==> src/rtl/ir_cmd_ctrl.sv <==
// ir_cmd_ctrl: validates decoded NEC frames, classifies them as new key / repeat / error,
// and drives smg with either the live frame or a 4-deep command history.
// Optional macro IR_HIST_CLR_EN: CLR_KEY clears the history and the error count.
module ir_cmd_ctrl #(
  parameter logic [7:0]  DEV_ADDR    = 8'h00,
  parameter bit          ADDR_FILTER = 1'b1,
  parameter logic [7:0]  MODE_KEY    = 8'h45,
  parameter logic [7:0]  CLR_KEY     = 8'h47,
  parameter int unsigned REPEAT_WIN  = 5_500_000
) (
  input  logic        CLOCK_50,
  input  logic        s_rst_n,
  input  logic [31:0] ir_data,
  input  logic        ir_data_vld,
  output logic [31:0] disp_data,
  output logic        disp_vld,
  output logic [7:0]  key_code,
  output logic        key_vld,
  output logic        key_repeat,
  output logic        mode,
  output logic [7:0]  err_cnt,
  output logic [7:0]  drop_cnt
);

  localparam int unsigned TMR_W = (REPEAT_WIN < 1) ? 1 : $clog2(REPEAT_WIN + 1);

`ifdef IR_HIST_CLR_EN
  localparam bit CLR_EN = 1'b1;
`else
  localparam bit CLR_EN = 1'b0;
`endif

  typedef enum logic [2:0] {
    S_IDLE,
    S_CHECK,
    S_ACCEPT,
    S_REJECT,
    S_UPDATE
  } state_t;

  state_t             r_state, w_state_nxt;
  logic [31:0]        r_frame, w_frame_nxt;
  logic [31:0]        r_hist, w_hist_nxt;
  logic [TMR_W-1:0]   r_tmr, w_tmr_nxt;
  logic               r_key_seen, w_key_seen_nxt;
  logic [31:0]        r_disp_data, w_disp_data_nxt;
  logic               r_disp_vld, w_disp_vld_nxt;
  logic [7:0]         r_key_code, w_key_code_nxt;
  logic               r_key_vld, w_key_vld_nxt;
  logic               r_key_repeat, w_key_repeat_nxt;
  logic               r_mode, w_mode_nxt;
  logic [7:0]         r_err_cnt, w_err_cnt_nxt;
  logic [7:0]         r_drop_cnt, w_drop_cnt_nxt;

  logic [7:0] w_addr, w_addr_n, w_cmd, w_cmd_n;
  logic       w_ok, w_is_rpt;

  assign w_addr   = r_frame[7:0];
  assign w_addr_n = r_frame[15:8];
  assign w_cmd    = r_frame[23:16];
  assign w_cmd_n  = r_frame[31:24];

  assign w_ok = (w_addr == ~w_addr_n) && (w_cmd == ~w_cmd_n) &&
                (!ADDR_FILTER || (w_addr == DEV_ADDR));

  // Same command inside the repeat window, and only once a key has ever been accepted
  assign w_is_rpt = r_key_seen && (w_cmd == r_key_code) && (r_tmr != '0);

  // Next-state and registered-output logic
  always_comb begin
    w_state_nxt      = r_state;
    w_frame_nxt      = r_frame;
    w_hist_nxt       = r_hist;
    w_tmr_nxt        = (r_tmr != '0) ? r_tmr - TMR_W'(1) : r_tmr;
    w_key_seen_nxt   = r_key_seen;
    w_disp_data_nxt  = r_disp_data;
    w_disp_vld_nxt   = 1'b0;
    w_key_code_nxt   = r_key_code;
    w_key_vld_nxt    = 1'b0;
    w_key_repeat_nxt = 1'b0;
    w_mode_nxt       = r_mode;
    w_err_cnt_nxt    = r_err_cnt;
    w_drop_cnt_nxt   = r_drop_cnt;

    if (ir_data_vld && (r_state != S_IDLE) && (r_drop_cnt != 8'hFF))
      w_drop_cnt_nxt = r_drop_cnt + 8'd1;

    case (r_state)
      S_IDLE: begin
        if (ir_data_vld) begin
          w_frame_nxt = ir_data;
          w_state_nxt = S_CHECK;
        end
      end
      S_CHECK: begin
        w_state_nxt = w_ok ? S_ACCEPT : S_REJECT;
      end
      S_ACCEPT: begin
        w_tmr_nxt = TMR_W'(REPEAT_WIN);
        if (w_is_rpt) begin
          w_key_repeat_nxt = 1'b1;
        end else begin
          w_key_vld_nxt  = 1'b1;
          w_key_code_nxt = w_cmd;
          w_key_seen_nxt = 1'b1;
          if (w_cmd == MODE_KEY)
            w_mode_nxt = ~r_mode;
          if (CLR_EN && (w_cmd == CLR_KEY)) begin
            w_hist_nxt    = '0;
            w_err_cnt_nxt = '0;
          end else begin
            w_hist_nxt = {r_hist[23:0], w_cmd};
          end
        end
        w_state_nxt = S_UPDATE;
      end
      S_REJECT: begin
        if (r_err_cnt != 8'hFF)
          w_err_cnt_nxt = r_err_cnt + 8'd1;
        w_state_nxt = S_UPDATE;
      end
      S_UPDATE: begin
        // r_mode/r_hist already carry any change made in ACCEPT
        w_disp_data_nxt = r_mode ? r_hist : r_frame;
        w_disp_vld_nxt  = 1'b1;
        w_state_nxt     = S_IDLE;
      end
      default: begin
        w_state_nxt = S_IDLE;
      end
    endcase
  end

  // State and output registers
  always_ff @(posedge CLOCK_50 or negedge s_rst_n) begin
    if (!s_rst_n) begin
      r_state      <= S_IDLE;
      r_frame      <= '0;
      r_hist       <= '0;
      r_tmr        <= '0;
      r_key_seen   <= 1'b0;
      r_disp_data  <= '0;
      r_disp_vld   <= 1'b0;
      r_key_code   <= '0;
      r_key_vld    <= 1'b0;
      r_key_repeat <= 1'b0;
      r_mode       <= 1'b0;
      r_err_cnt    <= '0;
      r_drop_cnt   <= '0;
    end else begin
      r_state      <= w_state_nxt;
      r_frame      <= w_frame_nxt;
      r_hist       <= w_hist_nxt;
      r_tmr        <= w_tmr_nxt;
      r_key_seen   <= w_key_seen_nxt;
      r_disp_data  <= w_disp_data_nxt;
      r_disp_vld   <= w_disp_vld_nxt;
      r_key_code   <= w_key_code_nxt;
      r_key_vld    <= w_key_vld_nxt;
      r_key_repeat <= w_key_repeat_nxt;
      r_mode       <= w_mode_nxt;
      r_err_cnt    <= w_err_cnt_nxt;
      r_drop_cnt   <= w_drop_cnt_nxt;
    end
  end

  assign disp_data  = r_disp_data;
  assign disp_vld   = r_disp_vld;
  assign key_code   = r_key_code;
  assign key_vld    = r_key_vld;
  assign key_repeat = r_key_repeat;
  assign mode       = r_mode;
  assign err_cnt    = r_err_cnt;
  assign drop_cnt   = r_drop_cnt;

endmodule

==> config.mk <==
export PLATFORM = sky130hd
export DESIGN_NAME = ir_cmd_ctrl
export DESIGN_NICKNAME = d
export VERILOG_FILES = /design/src/rtl/ir_cmd_ctrl.sv
export SDC_FILE = /design/constraint.sdc
export NUM_CORES = 1
export LEC_CHECK = 0
export BUFFER_PORTS_ARGS = -buffer_cell sky130_fd_sc_hd__buf_2
export CAP_MARGIN = 20
export CORE_UTILIZATION = 57
export DETAILED_ROUTE_END_ITERATION = 6
export PLACE_DENSITY_LB_ADDON = 0.25
export SLEW_MARGIN = 20
export SYNTH_ARGS = -nofsm -noshare
export SYNTH_HDL_FRONTEND = slang
export SYNTH_SLANG_ARGS = --single-unit
==> constraint.sdc <==
create_clock -name CLOCK_50 -period 3.3 [get_ports CLOCK_50]
set_clock_uncertainty 0.15 [all_clocks]
set_input_delay 0.66 -clock CLOCK_50 [delete_from_list [all_inputs] [get_ports CLOCK_50]]
set_output_delay 0.66 -clock CLOCK_50 [all_outputs]
set_load 0.02 [all_outputs]
==> metrics.md, run 1 <==
| Metric | Value |
|---|---|
| Status | complete, no violations |
| Htree depth | 4 |
| Internal power | 5080 µW |
| Hold buffer count at CTS | 0 |
| Largest net degree at the start of global routing | 68 |
| Core Util, Final | 69.8% |
| Cell count of the worst reg-to-reg path | 6 |
| Grt total ovfl | 0 |
| Initial antenna violation count | 0 |
| Vias in the first global route | 4,465 |
| Post-DP HPWL | 9.56 mm |
| Placer Congestion | 0.791 |
| Sequential power share | 40.7% |
| Post-CTS setup buffer count | 0 |
| Layout cell share with drive strength beyond 1 | 31.8% |
| Worst reg2reg startpoint | r_tmr[20]$_DFFE_PN0P_ |
| Crit start category | register |
| Worst Tran Pin Value | 0.788 ns |
| Total global-route track usage | 25.9% |
| Min Clock Period, post-route | 2.96 ns |
| Number of vias per cell | 5.59 |
| Hold Vio Cnt, Final | 0 |
| Lkg Pwr | 0.00336 µW |
| Max VDD drop | 0.612 mV |
| DR DRC count | 0 |
| CTS tree | yes |
| RSZ-0062 raised after global routing | false |
| Top FF cell, synth | dfrtp_1 |
| Starting Density | 59.2% |
| Crit path from | r_tmr[20]$_DFFE_PN0P_ |
| Cts repair resizes | 0 |
| Die ar. | 11,800 µm² |
| Ant. Diodes | 0 |
| Fmax | 337 MHz |
| Die X | 109 µm |
| Number of synthesized register bits | 143 |
| Ports | 95 |
| Wirelength, routed | 13.9 mm |
| Logic gate share of total power | 35.6% |
| Required @ worst endpoint | 3.46 ns |
| Antenna Nets Post-Route | 0 |
| Synth cell types | 50 |
| Root buffer cell | clkbuf_16 |
| Hold Crit Class | input pin to asynchronous set/reset pin |
| Drt wl/cell | 17.6 µm |
| Reg clk slew, reported paths | 0.06 ns |
| Final period utilization | 89.8% |
| Setup CP Type | register to register |
| Max-slew headroom | 47.0% |
| Std cell rows | 38 |
| Endpoints failing setup | 0 |
| Power per cell area | 1050 nW/µm² |
| Post-synth EDFFs | 0 |
| Max-cap viol count | 0 |
| Critical path arrival | 3.12 ns |
| DR vias | 4,420 |
| Mapped Area | 6500 µm² |
| Nets | 676 |
| Layout area overhead | 17.9% |
| Clock power share | 23.7% |
| Setup TNS | 0 ns |
| Mapped Cells | 545 |
| Async set or reset register ratio after synthesis | 100% |
| CTS Buffer Depth | 2 |
| TritonRoute pass-1 iters | 5 |
| CTS buffer count | 17 |
| YS warnings | 0 |
| Final Max Tran Viols | 0 |
| Initial drt markers | 233 |
| IO buf count | 94 |
| Critical Path End Type | register |
| Net Sw Frac | 36.8% |
| Worst-Skew Late Latency | 0.43 ns |
| Crit path max fanout | 28 |
| Synthesized area per cell | 11.9 µm² |
| First-pass GRT wire length | 22.8 mm |
| Net Count, Synth | 583 |
| Post-synthesis sequential area ratio | 55.0% |
| NetSw | 2960 µW |
| Die H | 109 µm |
| Clock Sink Count | 143 |
| Placeable Area | 11,000 µm² |
## cell usage in the layout (no fill, tap or decap), types with 2 or more instances in the layout
cell,Yosys,final
inv_1,6,6
dfrtp_1,143,142
o31ai_1,2,2
clkinv_2,0,8
nand3b_1,3,3
nand4_1,9,9
o211ai_1,4,4
bufinv_16,0,3
xor2_1,15,15
nor4b_1,3,3
nor3b_1,3,2
or3_1,4,4
nor2b_1,2,2
xnor2_1,35,35
o21ai_0,2,2
a31oi_1,4,4
clkinvlp_4,0,2
and3_1,5,5
a211oi_1,3,3
nand2_1,35,35
nand3_1,6,6
buf_4,8,13
nor2_1,52,52
or4_1,3,3
mux2_4,19,19
nor4_1,9,9
mux2_2,42,42
buf_2,1,93
nand2b_1,3,3
clkbuf_16,0,17
ha_1,3,3
mux2i_1,33,33
a21oi_1,36,36
nor3_1,11,11
## layer usage
metal | vias up | track usage (%) | share of wire (%)
met2 | 103 | 41.6 | 49
met4 | 0 | 8.69 | 2.0
met5 | - | 0 | 0
met1 | 2199 | 33.9 | 44
li1 | 2097 | - | -
met3 | 21 | 7.41 | 4.2
## state kept, by name, summed over array words and instances (netlist names), 3 cells and up
name       cells
err_cnt        8
r_frame       32
disp_data     32
r_tmr         23
r_state        3
drop_cnt       8
r_hist        32
## critical path, stage by stage (launching register included)
cell and delay, ns:
dfrtp_1 0.40, or4_4 0.56, or2_0 0.32, or3_1 0.58, a21oi_4 0.23, buf_12 0.24
mux2_2 0.36
## final cells by class
cell class | instances | area, µm²
inverter | 6 | 22.5
tap | 140 | 175
multi-input combinational | 362 | 2710
timing repair buffer | 108 | 594
clock buffer | 19 | 443
fill | 803 | 3320
sequential | 143 | 3580
clock inverter | 13 | 145
## synth_stat cells, types with 2 or more instances
library cell / instances / area, µm²
a211oi_1: 3 / 22.5
a21oi_1: 36 / 180
a31oi_1: 4 / 25.0
and3_1: 5 / 31.3
buf_1: 3 / 11.3
buf_12: 2 / 40.0
buf_4: 8 / 60.1
clkbuf_1: 19 / 71.3
dfrtp_1: 143 / 3580
ha_1: 3 / 37.5
inv_1: 6 / 22.5
mux2_2: 42 / 473
mux2_4: 19 / 285
mux2i_1: 33 / 330
nand2_1: 35 / 131
nand2b_1: 3 / 18.8
nand3_1: 6 / 30.0
nand3b_1: 3 / 22.5
nand4_1: 9 / 56.3
nor2_1: 52 / 195
nor2b_1: 2 / 12.5
nor3_1: 11 / 55.1
nor3b_1: 3 / 22.5
nor4_1: 9 / 56.3
nor4b_1: 3 / 26.3
o211ai_1: 4 / 30.0
o21ai_0: 2 / 10.0
o31ai_1: 2 / 15.0
or3_1: 4 / 25.0
or4_1: 3 / 22.5
xnor2_1: 35 / 307
xor2_1: 15 / 131
## worst paths after layout
check	slack, ns	end
max in group asynchronous	2.11	r_hist[29]$_DFFE_PN0P_
worst min register to register	0.32	r_key_seen$_DFFE_PN0P_
worst min-delay path	0.06	r_frame[24]$_DFFE_PN0P_
min in group CLOCK_50	0.31	r_frame[21]$_DFFE_PN0P_
worst max register to register	0.34	r_hist[8]$_DFFE_PN0P_
worst max-delay path	0.34	r_hist[8]$_DFFE_PN0P_
## through the flow
step / cells / setup WS [ns] / total power, µW / hold WS, ns / instance area [µm²]
detailed placement: 759 / 0.367 / 6170 / 0.305 / 7080
global route: 791 / 0.234 / 8540 / 0.104 / 7670
floorplan: 545 / 0.348 / 5300 / 0.214 / 6500
finish: 791 / 0.337 / 8040 / 0.0569 / 7670
global placement: 759 / 0.454 / 6040 / 0.302 / 7080
CTS: 791 / 0.351 / 8100 / 0.0856 / 7670
## power groups by stage
stage	sequential, µW	combinational [µW]	clock, µW
after floorplan	3350	1940	0
after global placement	3250	2790	0
after detailed placement	3290	2870	0
after CTS	3270	2900	1930
after global routing	3370	3140	2020
final	3270	2860	1900
## logic make-up after synthesis
family,after synthesis,synth area share [%]
adder cells (fa/ha/maj),3,0.577
buffers and inverters,40,3.41
multiplexers,94,16.7
AO/OA/AOI/OAI,60,5.68
AND/OR/NAND/NOR,155,11.8
XOR/XNOR,50,6.74
flip-flops,143,55.0
No activity file was read; power rests on OpenSTA's default activity.
==> inputs of run 2 (changes only) <==
--- a/config.mk
+++ b/config.mk
@@ -5,9 +5,10 @@
 export SDC_FILE = /design/constraint.sdc
 export NUM_CORES = 1
 export LEC_CHECK = 0
+export ABC_AREA = 1
 export BUFFER_PORTS_ARGS = -buffer_cell sky130_fd_sc_hd__buf_2
 export CAP_MARGIN = 20
-export CORE_UTILIZATION = 57
+export CORE_UTILIZATION = 29
 export DETAILED_ROUTE_END_ITERATION = 6
 export PLACE_DENSITY_LB_ADDON = 0.25
 export SLEW_MARGIN = 20
==> metrics.md, run 2 <==
| Metric | Value |
|---|---|
| Endpoints failing setup | 0 (unchanged) |
| Ports | 95 (unchanged) |
| Final period utilization | 72.2% (was 89.8%) |
| Hold Crit Class | input pin to asynchronous set/reset pin (unchanged) |
| Max-cap viol count | 0 (unchanged) |
| Power per cell area | 990 nW/µm² (was 1050 nW/µm²) |
| Crit path max fanout | 38 (was 28) |
| Filler Cell Count | 2,321 (was 803) |
| Post-placement setup slack | 0.910 ns (was 0.367 ns) |
| Mapped Area | 6630 µm² (was 6500 µm²) |
| Initial antenna violation count | 0 (unchanged) |
| Wirelength, routed | 17.3 mm (was 13.9 mm) |
| Cell area after placement | 7350 µm² (was 7080 µm²) |
| Status | complete, no violations (unchanged) |
| Die H | 153 µm (was 109 µm) |
| Total global-route track usage | 15.6% (was 25.9%) |
| Worst Tran Pin Value | 0.872 ns (was 0.788 ns) |
| Max VDD drop | 0.402 mV (was 0.612 mV) |
| Final std cells w/o fill | 1,154 (was 791) |
| Simple-Gate Fraction of Synth Area | 24.7% (was 11.8%) |
| TritonRoute pass-1 iters | 5 (unchanged) |
| Critical Path End Type | register (unchanged) |
| Most frequent cells in the layout | nand2_1 (238), dfrtp_1 (143), nor2_1 (105) (was dfrtp_1 (142), buf_2 (93), nor2_1 (52)) |
| Worst-Skew Late Latency | 0.42 ns (was 0.43 ns) |
| Post-Synth Adder-Cell Area | 0.566% (was 0.577%) |
| Layout area overhead | 20.9% (was 17.9%) |
| Reg clk slew, reported paths | 0.06 ns (about the same) |
| Drt wl/cell | 15.0 µm (was 17.6 µm) |
| Root buffer cell | clkbuf_16 (unchanged) |
| Dpl cells | 1,123 (was 759) |
| Synth Area in Compound Gates | 7.38% (was 5.68%) |
| Grt total ovfl | 0 (unchanged) |
| Placer Congestion | 0.789 (was 0.791) |
| CTS Buffer Depth | 2 (unchanged) |
| Initial drt markers | 285 (was 233) |
| Final Max Tran Viols | 0 (unchanged) |
| Post-synthesis sequential area ratio | 54.0% (was 55.0%) |
| Crit start category | register (unchanged) |
| Most frequent cells after synthesis | nand2_1 (239), dfrtp_1 (143), nor2_1 (105) (was dfrtp_1 (143), nor2_1 (52), mux2_2 (42)) |
| Number of synthesized register bits | 143 (unchanged) |
| IO buf count | 94 (unchanged) |
| Min Clock Period, post-route | 2.38 ns (was 2.96 ns) |
| Setup TNS | 0 ns (unchanged) |
| Post-DP HPWL | 12.3 mm (was 9.56 mm) |
| Number of vias per cell | 4.60 (was 5.59) |
| Mapped Cells | 776 (was 545) |
| Synthesized area per cell | 8.54 µm² (was 11.9 µm²) |
| Htree depth | 4 (unchanged) |
| Die ar. | 23,500 µm² (was 11,800 µm²) |
| Mux contribution to synthesized area | 3.91% (was 16.7%) |
| CTS tree | yes (unchanged) |
| Hold buffer count at CTS | 0 (unchanged) |
| Final WS setup | 0.919 ns (was 0.337 ns) |
| DR vias | 5,305 (was 4,420) |
| Async set or reset register ratio after synthesis | 100% (unchanged) |
| Top FF cell, synth | dfrtp_1 (unchanged) |
| Required @ worst endpoint | 3.51 ns (was 3.46 ns) |
| Synth cell types | 35 (was 50) |
| Starting Density | 30.0% (was 59.2%) |
| Die X | 153 µm (was 109 µm) |
| CTS buffer count | 17 (unchanged) |
| Vias in the first global route | 5,267 (was 4,465) |
| Post-Synth XOR/XNOR Area | 3.04% (was 6.74%) |
| Hold Vio Cnt, Final | 0 (unchanged) |
| Fmax | 420 MHz (was 337 MHz) |
| YS warnings | 0 (unchanged) |
| Post-synth top area share | 54.0% (was 55.0%) |
| Antenna Nets Post-Route | 0 (unchanged) |
| RSZ-0062 raised after global routing | false (unchanged) |
| Setup CP Type | register to register (unchanged) |
| Post-synth EDFFs | 0 (unchanged) |
| Lkg Pwr | 0.00382 µW (was 0.00336 µW) |
| DR DRC count | 0 (unchanged) |
| Power Total | 7930 µW (was 8040 µW) |
| Max-slew headroom | 41.7% (was 47.0%) |
| Ant. Diodes | 0 (unchanged) |
| Synth area leader | dfrtp_1 (unchanged) |
| Layout cell share with drive strength beyond 1 | 19.3% (was 31.8%) |
| Cts repair resizes | 0 (unchanged) |
| Final instance area | 8010 µm² (was 7670 µm²) |
| Clock Sink Count | 143 (unchanged) |
| Largest net degree at the start of global routing | 76 (was 68) |
| Std cell rows | 54 (was 38) |
| Placeable Area | 22,100 µm² (was 11,000 µm²) |
| Nets | 900 (was 676) |
| Most common cell after layout, fill and taps aside | nand2_1 (was dfrtp_1) |
| Net Count, Synth | 814 (was 583) |
| Post-CTS setup buffer count | 0 (unchanged) |
| First-pass GRT wire length | 28.2 mm (was 22.8 mm) |
| Most instantiated library cell after synthesis | nand2_1 (was dfrtp_1) |
| Critical path arrival | 2.59 ns (was 3.12 ns) |
| Main combinational cell family by area after synthesis | simple AND/OR/NAND/NOR gates (was multiplexers) |
| Main area contributors after synthesis | dfrtp_1 (54%), nand2_1 (14%), nor2_1 (5.9%) (was dfrtp_1 (55%), mux2_2 (7.3%), mux2i_1 (5.1%)) |
==> run 2: cell types whose count changed in the layout (fill, tap and decap cells not counted), sizes merged, moves of 8 or more <==
| cell | before | now |
|---|---|---|
| mux2i | 33 | 0 |
| a31oi | 4 | 32 |
| o21ai | 2 | 34 |
| xnor2 | 35 | 9 |
| nor4 | 9 | 1 |
| a21oi | 37 | 17 |
| nand3 | 6 | 20 |
| nor2 | 52 | 111 |
| nand2 | 35 | 241 |
| inv | 6 | 58 |
| mux2 | 61 | 23 |
==> run 2: cell families (layout without fill, tap and decap cells) <==
| family | after synthesis | count (layout) |
|---|---|---|
| buffers and inverters | 95 | 193 |
| muxes | 23 | 23 |
| xor gates and xnor gates | 23 | 23 |
| adders and majority gates | 3 | 3 |
| DFF | 143 | 143 |
| and+or+nand+nor | 401 | 401 |
| AOI/OAI and AO/OA | 88 | 88 |
==> run 2: per-stage QoR <==
| stage | hold WS, ns | utilization, % |
|---|---|---|
| 6_report | 0.133 | 36.3 |
| 5_1_grt | 0.181 | 36.3 |
| 4_1_cts | 0.149 | 36.3 |
| 3_5_place_dp | 0.289 | 33.3 |
| 3_3_place_gp | 0.287 | 33.3 |
| 2_1_floorplan | 0.214 | - |
==> run 2: report_power, final <==
part | internal [µW] | total (µW) | switching [µW]
combinational | 987 | 2570 | 1590
clock | 1430 | 2170 | 742
sequential | 2450 | 3180 | 733
==> run 2: final timing paths <==
kind / start / to / slack [ns] / depth (start not counted)
worst max-delay path: r_tmr[0]$_DFFE_PN0P_ / r_hist[28]$_DFFE_PN0P_ / 0.92 / 10
worst min-delay path: s_rst_n / disp_data[7]$_DFFE_PN0P_ / 0.13 / 1
worst max register to register: r_tmr[0]$_DFFE_PN0P_ / r_hist[28]$_DFFE_PN0P_ / 0.92 / 10
worst min register to register: r_key_seen$_DFFE_PN0P_ / r_key_seen$_DFFE_PN0P_ / 0.30 / 2
max in group asynchronous: s_rst_n / r_frame[27]$_DFFE_PN0P_ / 2.21 / 2
min in group CLOCK_50: r_key_seen$_DFFE_PN0P_ / r_key_seen$_DFFE_PN0P_ / 0.30 / 2
==> run 2: cell type report <==
class	instances	area [µm²]	area share, %
Timing Repair Buffer	103	569	7.10
Multi-Input combinational cell	538	2630	32.9
Inverter	59	221	2.76
Clock buffer	20	447	5.57
Sequential cell	143	3580	44.7
Clock inverter	11	213	2.65
Tap cell	280	350	4.37
==> run 2: critical path, stage by stage (launching register included) <==
cell	delay, ns
dfrtp_1	0.38
inv_1	0.09
ha_1	0.30
nand2_2	0.11
nor2_4	0.19
nand3_4	0.21
nand3_2	0.19
nand2_4	0.22
inv_2	0.30
nand2_1	0.10
nand2_1	0.07
==> run 2: layer usage <==
layer	share of wire [%]	vias to the layer above	GRT usage [%]	wire length, µm
met1	52	2507	23.3	9040
li1	-	2660	-	-
met3	5.5	8	4.11	948
met4	0.82	0	4.86	142
met5	0	-	0	0
met2	41	130	21.5	7150
